`src/rtl/sat_search_engine.sv`:
```
// sat_search_engine: brute-force CNF search over N variables with M programmable clauses,
// one assignment evaluated per clock, stopping on each solution until resumed.
module sat_search_engine #(
    parameter int N  = 10,
    parameter int M  = 16,
    parameter int AW = $clog2(M)
) (
    input  logic          clk,
    input  logic          reset,
    input  logic          wr_valid,
    output logic          wr_ready,
    input  logic [AW-1:0] wr_addr,
    input  logic [N-1:0]  wr_pos,
    input  logic [N-1:0]  wr_neg,
    input  logic          start,
    input  logic          resume,
    input  logic          abort,
    output logic          busy,
    output logic          done,
    output logic          sat,
    output logic          exhausted,
    output logic [N-1:0]  assignment
);
    localparam logic [1:0] IDLE   = 2'd0;
    localparam logic [1:0] SEARCH = 2'd1;
    localparam logic [1:0] FOUND  = 2'd2;

    logic [1:0]   state;
    logic [N-1:0] x;
    logic [N-1:0] pos [M];
    logic [N-1:0] neg [M];
    logic [M-1:0] clause_ok;
    logic         cnf;

    // an all-zero slot is disabled and must not veto the conjunction
    always_comb begin
        clause_ok = '0;
        for (int c = 0; c < M; c++)
            clause_ok[c] = (pos[c] == '0 && neg[c] == '0) || |(pos[c] & x) || |(neg[c] & ~x);
    end

    assign cnf      = &clause_ok;
    assign wr_ready = state == IDLE;
    assign busy     = state == SEARCH;
    assign sat      = state == FOUND;

    always_ff @(posedge clk or posedge reset) begin
        if (reset) begin
            for (int c = 0; c < M; c++) begin
                pos[c] <= '0;
                neg[c] <= '0;
            end
        end else if (wr_valid && state == IDLE && {1'b0, wr_addr} < (AW+1)'(M)) begin
            pos[wr_addr] <= wr_pos;
            neg[wr_addr] <= wr_neg;
        end
    end

    always_ff @(posedge clk or posedge reset) begin
        if (reset) begin
            state      <= IDLE;
            x          <= '0;
            done       <= 1'b0;
            exhausted  <= 1'b0;
            assignment <= '0;
        end else begin
            done <= 1'b0;
            if (abort) begin
                state     <= IDLE;
                exhausted <= 1'b0;
            end else if (start) begin
                state     <= SEARCH;
                x         <= '0;
                exhausted <= 1'b0;
            end else if (state == SEARCH) begin
                if (cnf) begin
                    state      <= FOUND;
                    assignment <= x;
                    done       <= 1'b1;
                end else if (&x) begin
                    state      <= IDLE;
                    exhausted  <= 1'b1;
                    assignment <= '0;
                    done       <= 1'b1;
                end else begin
                    x <= x + 1'b1;
                end
            end else if (state == FOUND && resume) begin
                if (&assignment) begin
                    state      <= IDLE;
                    exhausted  <= 1'b1;
                    assignment <= '0;
                    done       <= 1'b1;
                end else begin
                    state <= SEARCH;
                    x     <= assignment + 1'b1;
                end
            end
        end
    end
endmodule

```
`config.mk`:
```
export PLATFORM = sky130hd
export DESIGN_NAME = sat_search_engine
export DESIGN_NICKNAME = d
export VERILOG_FILES = /design/src/rtl/sat_search_engine.sv
export SDC_FILE = /design/constraint.sdc
export NUM_CORES = 1
export LEC_CHECK = 0
export ABC_AREA = 1
export CAP_MARGIN = 10
export CORE_ASPECT_RATIO = 1.5
export CORE_MARGIN = 2
export CORE_UTILIZATION = 60
export DETAILED_ROUTE_END_ITERATION = 6
export PLACE_DENSITY = 0.78
export SYNTH_ARGS = -nofsm -noshare
export SYNTH_HDL_FRONTEND = slang
export SYNTH_SLANG_ARGS = --single-unit
```
`constraint.sdc`:
```
create_clock -name clk -period 21.9 [get_ports clk]
set_input_delay 3.285 -clock clk [delete_from_list [all_inputs] [get_ports clk]]
set_output_delay 3.285 -clock clk [all_outputs]
set_load 0.02 [all_outputs]
```
Word-level counts from Yosys, hierarchy flattened --
Cells that the tools add are included.
Cells by class: $add $sub $neg 2, multiply operators 0, div/mod/pow operators 0, magnitude comparators 2, equal/unequal tests 9, shift operators 0, muxes and demuxes 36, bitwise operators 36, reductions and logical operators 128
Operators by type and width (number):
- bitwise AND 10 bit | 32
- bitwise mux 160 bit | 2
- zero test 10 bit | 32
- OR reduction 10 bit | 32
- 2-to-1 mux 10 bit | 12
- demux 10 bit (select 4 bit) | 1
- logical OR 1 bit | 32
- adder 10 x 1 -> 10 bit (second input constant) | 2
- AND reduction 10 bit | 2
- logical AND 1 bit | 19
- AND reduction 16 bit | 1
- 2-to-1 mux 1 bit | 15
- 2-to-1 mux 2 bit | 6
- NOT 10 bit | 1
- AND reduction 5 bit | 2
- != test 3 bit (second input constant) | 3
- nonzero test 4 bit | 2
- >= comparator 5 bit (second input constant) | 1
- less-than comparator 5 x 1 -> 1 bit (second input constant) | 1
- != test 5 x 3 -> 1 bit (second input constant) | 1
- NOT 4 -> 5 bit | 1
- != test 4 x 3 -> 1 bit (second input constant) | 1
- != test 4 bit (second input constant) | 1
- AND reduction 4 bit | 1
- other kinds (8) | 10
Storage, ports and cells: bits in registers 344, latch bits 0, memory bits (writable) 0, bits in read-only memories 0, output and inout bits 15, word-level logic and storage cells 250, memories 0

Depth between registers and ports, before layout --
Gate-level depths: netlist of run 1.
depth in word-level cells 9, mapped depth 17, depth with buffers taken out 15

Worst setup path before layout of run 1 --
OpenSTA, ideal clock, no wires.
path type input -> register, start point in start, end point reg assignment[0], library setup time 65 ps, data arrival time 4352 ps, required time 21835 ps, slack 17483 ps, stages 7, buffers on the path 2, cell sequence buf_4 > nor2_1 > inv_1 > nor2_1 > clkbuf_1 > nand3_1 > nand2_1
Between the ends: cells in the longest elaborated chain, start to end 2
Ends and longest elaborated chain:
- start, declared | line 15 | input logic start,
- NOT 1 bit (no line)
- AND reduction 5 bit (no line)
- end signal, assigned | line 65 | assignment <= '0;
- end signal, assigned | line 78 | assignment <= x;
- end signal, assigned | line 83 | assignment <= '0;
- end, declared | line 22 | output logic [N-1:0] assignment
No other way between the ends. A chain may end at the register's enable or synchronous reset.

Worst setup path in the final report of run 1 --
start point reg state[1], end point out busy
Between the ends: cells in the longest elaborated chain, start to end 1
Ends and longest elaborated chain:
- start, declared | line 28 | logic [1:0] state;
- start signal, assigned | line 61 | state <= IDLE;
- start signal, assigned | line 69 | state <= IDLE;
- start signal, assigned | line 72 | state <= SEARCH;
- equality test 2 x 1 -> 1 bit | line 44 | assign busy = state == SEARCH;
- end, declared | line 18 | output logic busy,
No other way between the ends.

==> results of run 1 <==
layout make-up:
class,count,area [um^2],share of cell area
clock buffer,46,1030,0.0568
multi-input combinational,1646,7030,0.388
inverter,59,269,0.0148
timing repair buffer,62,623,0.0343
sequential,344,8610,0.474
tap,342,428,0.0236
clock inverter,14,154,0.00848
flip-flops by register name, summed over array words and instances (netlist names):
register,flops
exhausted,1
neg,160
assignment,10
state,2
x,10
pos,160
done,1
per-stage QoR:
step / setup slack, ns / power [mW] / std cells / cell area [um^2] / hold slack (ns)
5_1_grt: 16.32 / 2.48 / 2513 / 18100 / 0.529
6_report: 16.53 / 2.34 / 2513 / 18100 / 0.490
2_1_floorplan: 9.08 / 1.52 / 2170 / 16600 / 0.453
3_5_place_dp: 16.04 / 1.71 / 2450 / 16900 / 0.475
3_3_place_gp: 16.18 / 1.68 / 2450 / 16900 / 0.470
4_1_cts: 16.54 / 2.32 / 2510 / 18100 / 0.491
routing by layer:
layer,GRT usage,up-vias,part of all wire
met5,0,-,0
met4,0.179,0,0.059
met3,0.0646,198,0.11
met2,0.564,839,0.46
met1,0.463,7017,0.37
li1,-,6910,-
worst max path at each step:
| stage | from | endpoint | slack [ns] | depth (start not counted) |
|---|---|---|---|---|
| global placement | wr_addr[1] | pos[50]$_DFFE_PP0P_ | 16.18 | 5 |
| CTS | state[1]$_DFFE_PP0P_ | busy | 16.54 | 4 |
| global route | wr_addr[0] | neg[78]$_DFFE_PP0P_ | 16.32 | 4 |
| detailed placement | wr_addr[1] | pos[55]$_DFFE_PP0P_ | 16.04 | 5 |
| finish | state[1]$_DFFE_PP0P_ | busy | 16.53 | 4 |
| floorplan | reset | assignment[0]$_DFFE_PP0P_ | 9.08 | 1 |
report_power, final:
group          switching [mW]  internal, mW  leakage [nW]
registers               0.180         0.849          4.45
clock network           0.254         0.366         0.587
logic                   0.438         0.255          3.79
total                   0.872          1.47          8.83
worst max-delay path, cell delays in order, from the launching register on:
cell and delay, ns:
sky130_fd_sc_hd__dfrtp_1 0.41, sky130_fd_sc_hd__inv_2 0.07, sky130_fd_sc_hd__nand2_2 0.17, sky130_fd_sc_hd__inv_2 0.25, sky130_fd_sc_hd__clkdlybuf4s50_1 0.64
Yosys cell counts, types with 4 or more instances:
library cell,n
sky130_fd_sc_hd__nor2_1,267
sky130_fd_sc_hd__dfrtp_1,344
sky130_fd_sc_hd__nand2_2,5
sky130_fd_sc_hd__inv_2,5
sky130_fd_sc_hd__nand3_1,78
sky130_fd_sc_hd__buf_6,19
sky130_fd_sc_hd__buf_4,10
sky130_fd_sc_hd__inv_8,4
sky130_fd_sc_hd__inv_1,46
sky130_fd_sc_hd__nor2_2,4
sky130_fd_sc_hd__a21oi_1,6
sky130_fd_sc_hd__clkbuf_1,86
sky130_fd_sc_hd__o21ai_0,332
sky130_fd_sc_hd__buf_8,4
sky130_fd_sc_hd__nand4_1,48
sky130_fd_sc_hd__or2_2,10
sky130_fd_sc_hd__o21ai_1,5
sky130_fd_sc_hd__nand2_1,854
sky130_fd_sc_hd__nor3_1,11
cells by family (layout without fill, tap and decap cells):
family,after synthesis,count (layout),share of synthesized area
simple gates,1294,1294,0.315
xor+xnor,3,3,0.00158
compound gates,348,348,0.106
flops,344,344,0.519
fa+ha+maj,1,1,0.000754
buf+inv,180,181,0.0577
==> impl.org, run 1 <==
** Run status
- Outcome :: completed

** Worst setup path
- Largest fanout on the critical path :: 14
- Signal arrival time at the worst endpoint :: 2.08 ns
- Endpoint class of the critical path :: output pin
- Reg2reg path depth :: 16
- The worst setup path is launched from a register.
- By startpoint and endpoint, the worst setup path is classified as register to output pin.
- In this run the critical register-to-register path is captured at x[7]$_DFFE_PP0P_.
- Reg-to-Reg Start :: x[9]$_DFFE_PP0P_
- Data on the critical path is required at its endpoint by 18.62 ns.
- Internal reg-to-reg setup slack :: 18.95 ns

** Floorplan
- The floorplan has 74 rows.
- 45 I/O pins were placed.
- For this configuration, the core starts out at a cell density of 0.610.
- After floorplanning, the core was sized to cover 27200 um^2.
- The die covers 29000 um^2.
- In this run the horizontal extent of the chip is 140 um.
- From bottom edge to top edge, the die measures 208 um.

** Clock network
- Post-CTS sizing :: 0
- For this design, the sink count on the clock tree is 344.
- Number of H-tree branching levels :: 2
- TritonCTS built the clock tree.
- Clock transition at the registers of the reported paths :: 0.07 ns
- Post-CTS Setup Inserts :: 0
- Hold repair after CTS inserted 0 buffers.
- Clock buffer count from CTS :: 34
- At the later pin of the worst-skew pair, clock insertion delay measures 0.54 ns.
- The tree is rooted in a sky130_fd_sc_hd__clkbuf_16.
- No sink is reached through more buffers than the 3 on the longest clock path.

** Min path
- Worst hold path cell count :: 2
- The path with the worst hold slack has its endpoint at neg[23]$_DFFE_PP0P_.
- The startpoint identified for the worst hold timing path is neg[23]$_DFFE_PP0P_.
- The tightest min-delay check is of the register to register type.

** Detailed routing
- After detailed routing, the total wire length is 51100 um.
- Remaining routing DRC violations :: 0
- Routed via count :: 14964
- The count of nets left with antenna violations once routing finished came out at 0.
- The first routing iteration left 1920 violations.
- Dividing the detail-routed via count by the number of cells gives 5.95.
- The first TritonRoute pass finished after 7 iterations.
- Detailed-route wire length per cell :: 20.3 um

** Cells and area
- In the layout the commonest cells are sky130_fd_sc_hd__nand2_1, sky130_fd_sc_hd__dfrtp_1, sky130_fd_sc_hd__o21ai_0.
- Antenna diode instance count :: 0
- At the end of the flow, the number of nets in the layout was 2178.
- Relative to the synthesized area, the layout overhead comes to 9.31%.
- Counting the fill cells in the layout gives 2321.
- Leaving out fill and tap cells, the most frequent cell in the layout is sky130_fd_sc_hd__nand2_1.
- In the final layout, the share of cells above drive strength 1 is 0.0548.
- At the end of the flow the core is filled with cells to 0.667.

** GRT
- The first global-routing pass estimated 78600 um of wire.
- Number of global-route vias before repair :: 14247
- Maximum number of pins on one net before global-route repair :: 198
- For this run the aggregate overflow at the end of global routing stands at 0.
- For this run, the total global-route usage over all layers was measured as 0.353.
- Antenna violations before repair :: 0

** Timing
- Final max-slew violation count :: 0
- Final setup skew :: 0.0212 ns
- Ratio of final minimum period to clock period :: 0.245
- Headroom to the max-slew limit :: 0.189
- Least-Margin Pin Slew :: 1.21 ns
- Final critical path time including I/O delays and setup :: 5.37 ns
- Unrepaired setup endpoints after global routing :: no
- Timing would allow up to 186 MHz.
- Post-route setup TNS :: 0 ns
- Setup violations remaining at the end of the flow were counted as 0.
- The number of hold violations in the final report came to 0.

** Synthesis
- Ys flop type :: sky130_fd_sc_hd__dfrtp_1
- Post-synthesis async set-or-reset flop share :: 1.00
- The synthesized design contains 0 enable-type register cells.
- After synthesis the netlist holds a flip-flop and latch count of 344.
- Averaged over all synthesized cells, the footprint is 7.65 um^2.
- By area the synthesized netlist is led by sky130_fd_sc_hd__dfrtp_1, sky130_fd_sc_hd__nand2_1, sky130_fd_sc_hd__o21ai_0, sky130_fd_sc_hd__nor2_1, sky130_fd_sc_hd__nand3_1.
- The share of the Yosys chip area taken by registers is 0.519.
- The largest total area in the synthesized netlist belongs to sky130_fd_sc_hd__dfrtp_1.
- For this run, the number of Yosys warnings is 0.
- Synthesis produced a netlist whose cell count is 2170.
- When the netlist entered floorplanning its net count stood at 2201.
- Summing every instance area after synthesis gives 16600 um^2.
- The netlist uses 39 different library cells.
- Of the post-synthesis cell area, the dominant cell type holds 0.519.

** Flow run
- Max Cap Violations :: 0

** Pwr
- For this design the static power due to leakage is 8.83 nW.
- Pwr Density :: 129 nW/um^2
- Maximum vdd ir drop :: 104 uV

** Place
- HPWL reported at the end of detailed placement :: 28800 um
- In this run the tool buffered the top-level ports with 44 buffer cells.
- Routability-driven placement finished with a final weighted congestion of 0.912.
Note: power is estimated with default switching activity, not from simulation.
==> run 2: changes to the inputs <==
- clock period: 21.9 -> 5.39 ns (I/O delays scaled with it)
==> impl.org, run 2 (synthesis gave the netlist of run 1 again) <==
** Run status
- Outcome :: completed

** Detailed routing
- The number of search-and-repair iterations in the first detailed-routing pass is 6 (-1).
- Met3 Routed Length :: 5310 um (-3.4%)
- DR top layer :: met4
- Routed length on met1 :: 18600 um (-1.5%)
- Total length of routed wires :: 51000 um (about the same)
- Detailed-route wire length per cell :: 20.3 um (about the same)
- Routed via count :: 14928 (-0.24%)
- Routed length on met2 :: 24000 um (+1.9%)
- DRC marker count from the first detailed-route iteration :: 1902 (-0.94%)
- The residual antenna-violating net count after detailed routing was 0 (unchanged).
- The number of remaining DRC errors is 0 (unchanged).
- Via-per-instance ratio :: 5.94 (-0.20%)

** Cells and area
- Fraction of layout cells with a size suffix above 1 :: 0.0521 (-0.00274)
- Post-layout util :: 0.664 (-0.00239)
- Registers with the highest flip-flop counts :: neg x160, pos x160
- Most common cell after layout, fill and taps aside :: sky130_fd_sc_hd__nand2_1
- Nets@finish :: 2181 (+0.14%)
- Synthesis-to-finish area growth :: 8.92%
- The count of antenna diodes in the layout is 0 (unchanged).
- Leading cell types in the layout, fill and taps excluded :: sky130_fd_sc_hd__nand2_1, sky130_fd_sc_hd__dfrtp_1, sky130_fd_sc_hd__o21ai_0

** Clock network
- Clock transition at the registers of the reported paths :: 0.06 ns (about the same)
- CTS Root Cell :: sky130_fd_sc_hd__clkbuf_16
- The CTS buffer count was 34 (unchanged).
- Clock tree from TritonCTS :: yes
- The maximum count of clock buffers along a single path is 3 (unchanged).
- Post-CTS sizing :: 0 (unchanged)
- The post-CTS setup buffer count is 0 (unchanged).
- Number of sinks driven by the clock tree :: 344 (unchanged)
- The deepest level of the CTS H-tree is 2 (unchanged).
- Number of buffers inserted by hold repair at cts :: 0 (unchanged)
- Later-pin clock latency in the skew report :: 0.53 ns (about the same)

** Worst setup path
- Signal arrival time at the worst endpoint :: 3.46 ns (+1.38 ns)
- Most prevalent standard cell on the critical path :: sky130_fd_sc_hd__nand2_1
- CP bufs+invs :: 2 (-1)
- Type of the worst setup path :: register to register
- STA classifies the critical path startpoint as a register.
- The worst setup slack for register-to-register paths was 2.35 ns (-16.60 ns).
- The largest stage delay on the critical path is 0.84 ns (+0.20 ns).
- Required time worst endpoint :: 5.81 ns (-12.81 ns)
- Walking the worst path, the cells encountered are buf_4, inv_8, nand2_1, nand2_1, nor2_1, nand2_1, nor2_1, nand3_1, nand2_1, nor2_2, nand2_4, o21ai_4, nand2_2, nand2_4, nand2_1, nand2_1.
- The slowest stage of the critical path belongs to the cell sky130_fd_sc_hd__dfrtp_1.
- STA classifies the critical path endpoint as a register.
- The largest fanout on the critical path is 19 (+5).
- Launch point of the worst path :: x[5]$_DFFE_PP0P_
- Worst r2r dst :: x[9]$_DFFE_PP0P_
- Reg2reg path depth :: 16 (unchanged)
- The kind of cell with the highest combined delay along the critical path is simple AND/OR/NAND/NOR gates.
- The startpoint identified for the worst register-to-register timing path is x[5]$_DFFE_PP0P_.

** Floorplan
- Die width :: 140 um (unchanged)
- The area of the die was 29000 um^2 (unchanged).
- The core outline area is 27200 um^2 (unchanged).
- The site row count was 74 (unchanged).
- The overall die height came to 208 um (unchanged).
- Count of boundary I/O pins :: 45 (unchanged)
- Starting density of the core :: 0.610 (unchanged)

** Timing
- Final max-slew violation count :: 0 (unchanged)
- Static timing analysis puts the maximum clock frequency at 329 MHz.
- Final-report setup violation count :: 0 (unchanged)
- Final critical path time including I/O delays and setup :: 3.04 ns
- The slew at the pin with the worst max-slew slack is 1.16 ns (-0.0529 ns).
- Headroom to the max-slew limit :: 0.225 (+0.0357)
- Of the available clock period, the critical path in the final layout requires 0.565.
- Number of hold violations in the final report :: 0 (unchanged)
- Setup repair after global routing left no endpoint under its margin.
- Final setup skew :: 0.0111 ns (-0.0101 ns)

** GRT
- Number of global-route vias before repair :: 13940 (-2.2%)
- Maximum number of pins on one net before global-route repair :: 154 (-22%)
- The total track usage came to 0.356 (+0.00345).
- The initial antenna violation count is 0 (unchanged).
- The total overflow reported by the global router was 0 (unchanged).
- First-pass GRT wire length :: 78900 um (+0.44%)

** Pwr
- The total power density per cell area is 516 nW/um^2 (+300%).
- The maximum VDD drop is 448 uV (+330%).
- Leakage :: 8.78 nW (-0.54%)
- The total chip power is 9.34 mW (+300%).

** Min path
- The number of instances on the worst hold path was 2 (unchanged).
- Worst hold path endpoint :: exhausted$_DFFE_PP0P_
- In this run the worst hold path is classified as register to register.
- The worst hold path begins at exhausted$_DFFE_PP0P_.

** Place
- The final weighted congestion in routability-driven placement was 0.937 (+2.7%).
- HPWL reported at the end of detailed placement :: 29800 um (+3.3%)
- Port bufs :: 44 (unchanged)

** Flow run
- Max Cap Violations :: 0 (unchanged)
run 2: through the flow:
step / hold slack, ns / cell area (um^2) / worst slack, ns / setup TNS, ns / std cells
finish: 0.500 / 18100 / 2.35 / 0 / 2512
global route: 0.520 / 18100 / 2.27 / 0 / 2512
CTS: 0.501 / 18000 / 2.44 / 0 / 2508
detailed placement: 0.486 / 16900 / 1.93 / 0 / 2452
global placement: 0.467 / 16900 / 2.19 / 0 / 2452
floorplan: 0.453 / 16600 / -0.0210 / -7.22 / 2170
run 2: worst max-delay path by stage:
stage,to,depth (start not counted),slack (ns)
CTS,neg[52]$_DFFE_PP0P_,5,2.44
finish,x[9]$_DFFE_PP0P_,16,2.35
global placement,pos[95]$_DFFE_PP0P_,5,2.19
global route,x[9]$_DFFE_PP0P_,16,2.27
detailed placement,neg[52]$_DFFE_PP0P_,5,1.93
floorplan,assignment[0]$_DFFE_PP0P_,1,-0.02
run 2: layer usage:
layer,vias up,GRT usage
met4,0,0.185
li1,6910,-
met5,-,0
met3,184,0.0579
met1,6987,0.464
met2,847,0.577
run 2: worst reg2reg max path, delay by kind of cell, from the launching register on:
kind                   cells  cell delay (ns)
and+or+nand+nor           13             1.49
AOI/OAI and AO/OA          1             0.09
DFF                        1             0.84
buffers and inverters      2             0.52
run 2: report_power, final:
group	leakage (nW)	switching (mW)	internal (mW)	total [mW]
Clock	0.523	1.00	1.35	2.35
Combinational	3.81	1.73	1.04	2.76
Sequential	4.45	0.770	3.45	4.22
run 2: layout make-up:
cell class                      instances  area (um^2)
Clock buffer                           48         1010
Sequential cell                       344         8610
Tap cell                              342          428
Multi-Input combinational cell       1646         7030
Fill cell                            2328         9140
Clock inverter                          8         72.6
Timing Repair Buffer                   65          666
Inverter                               59          265
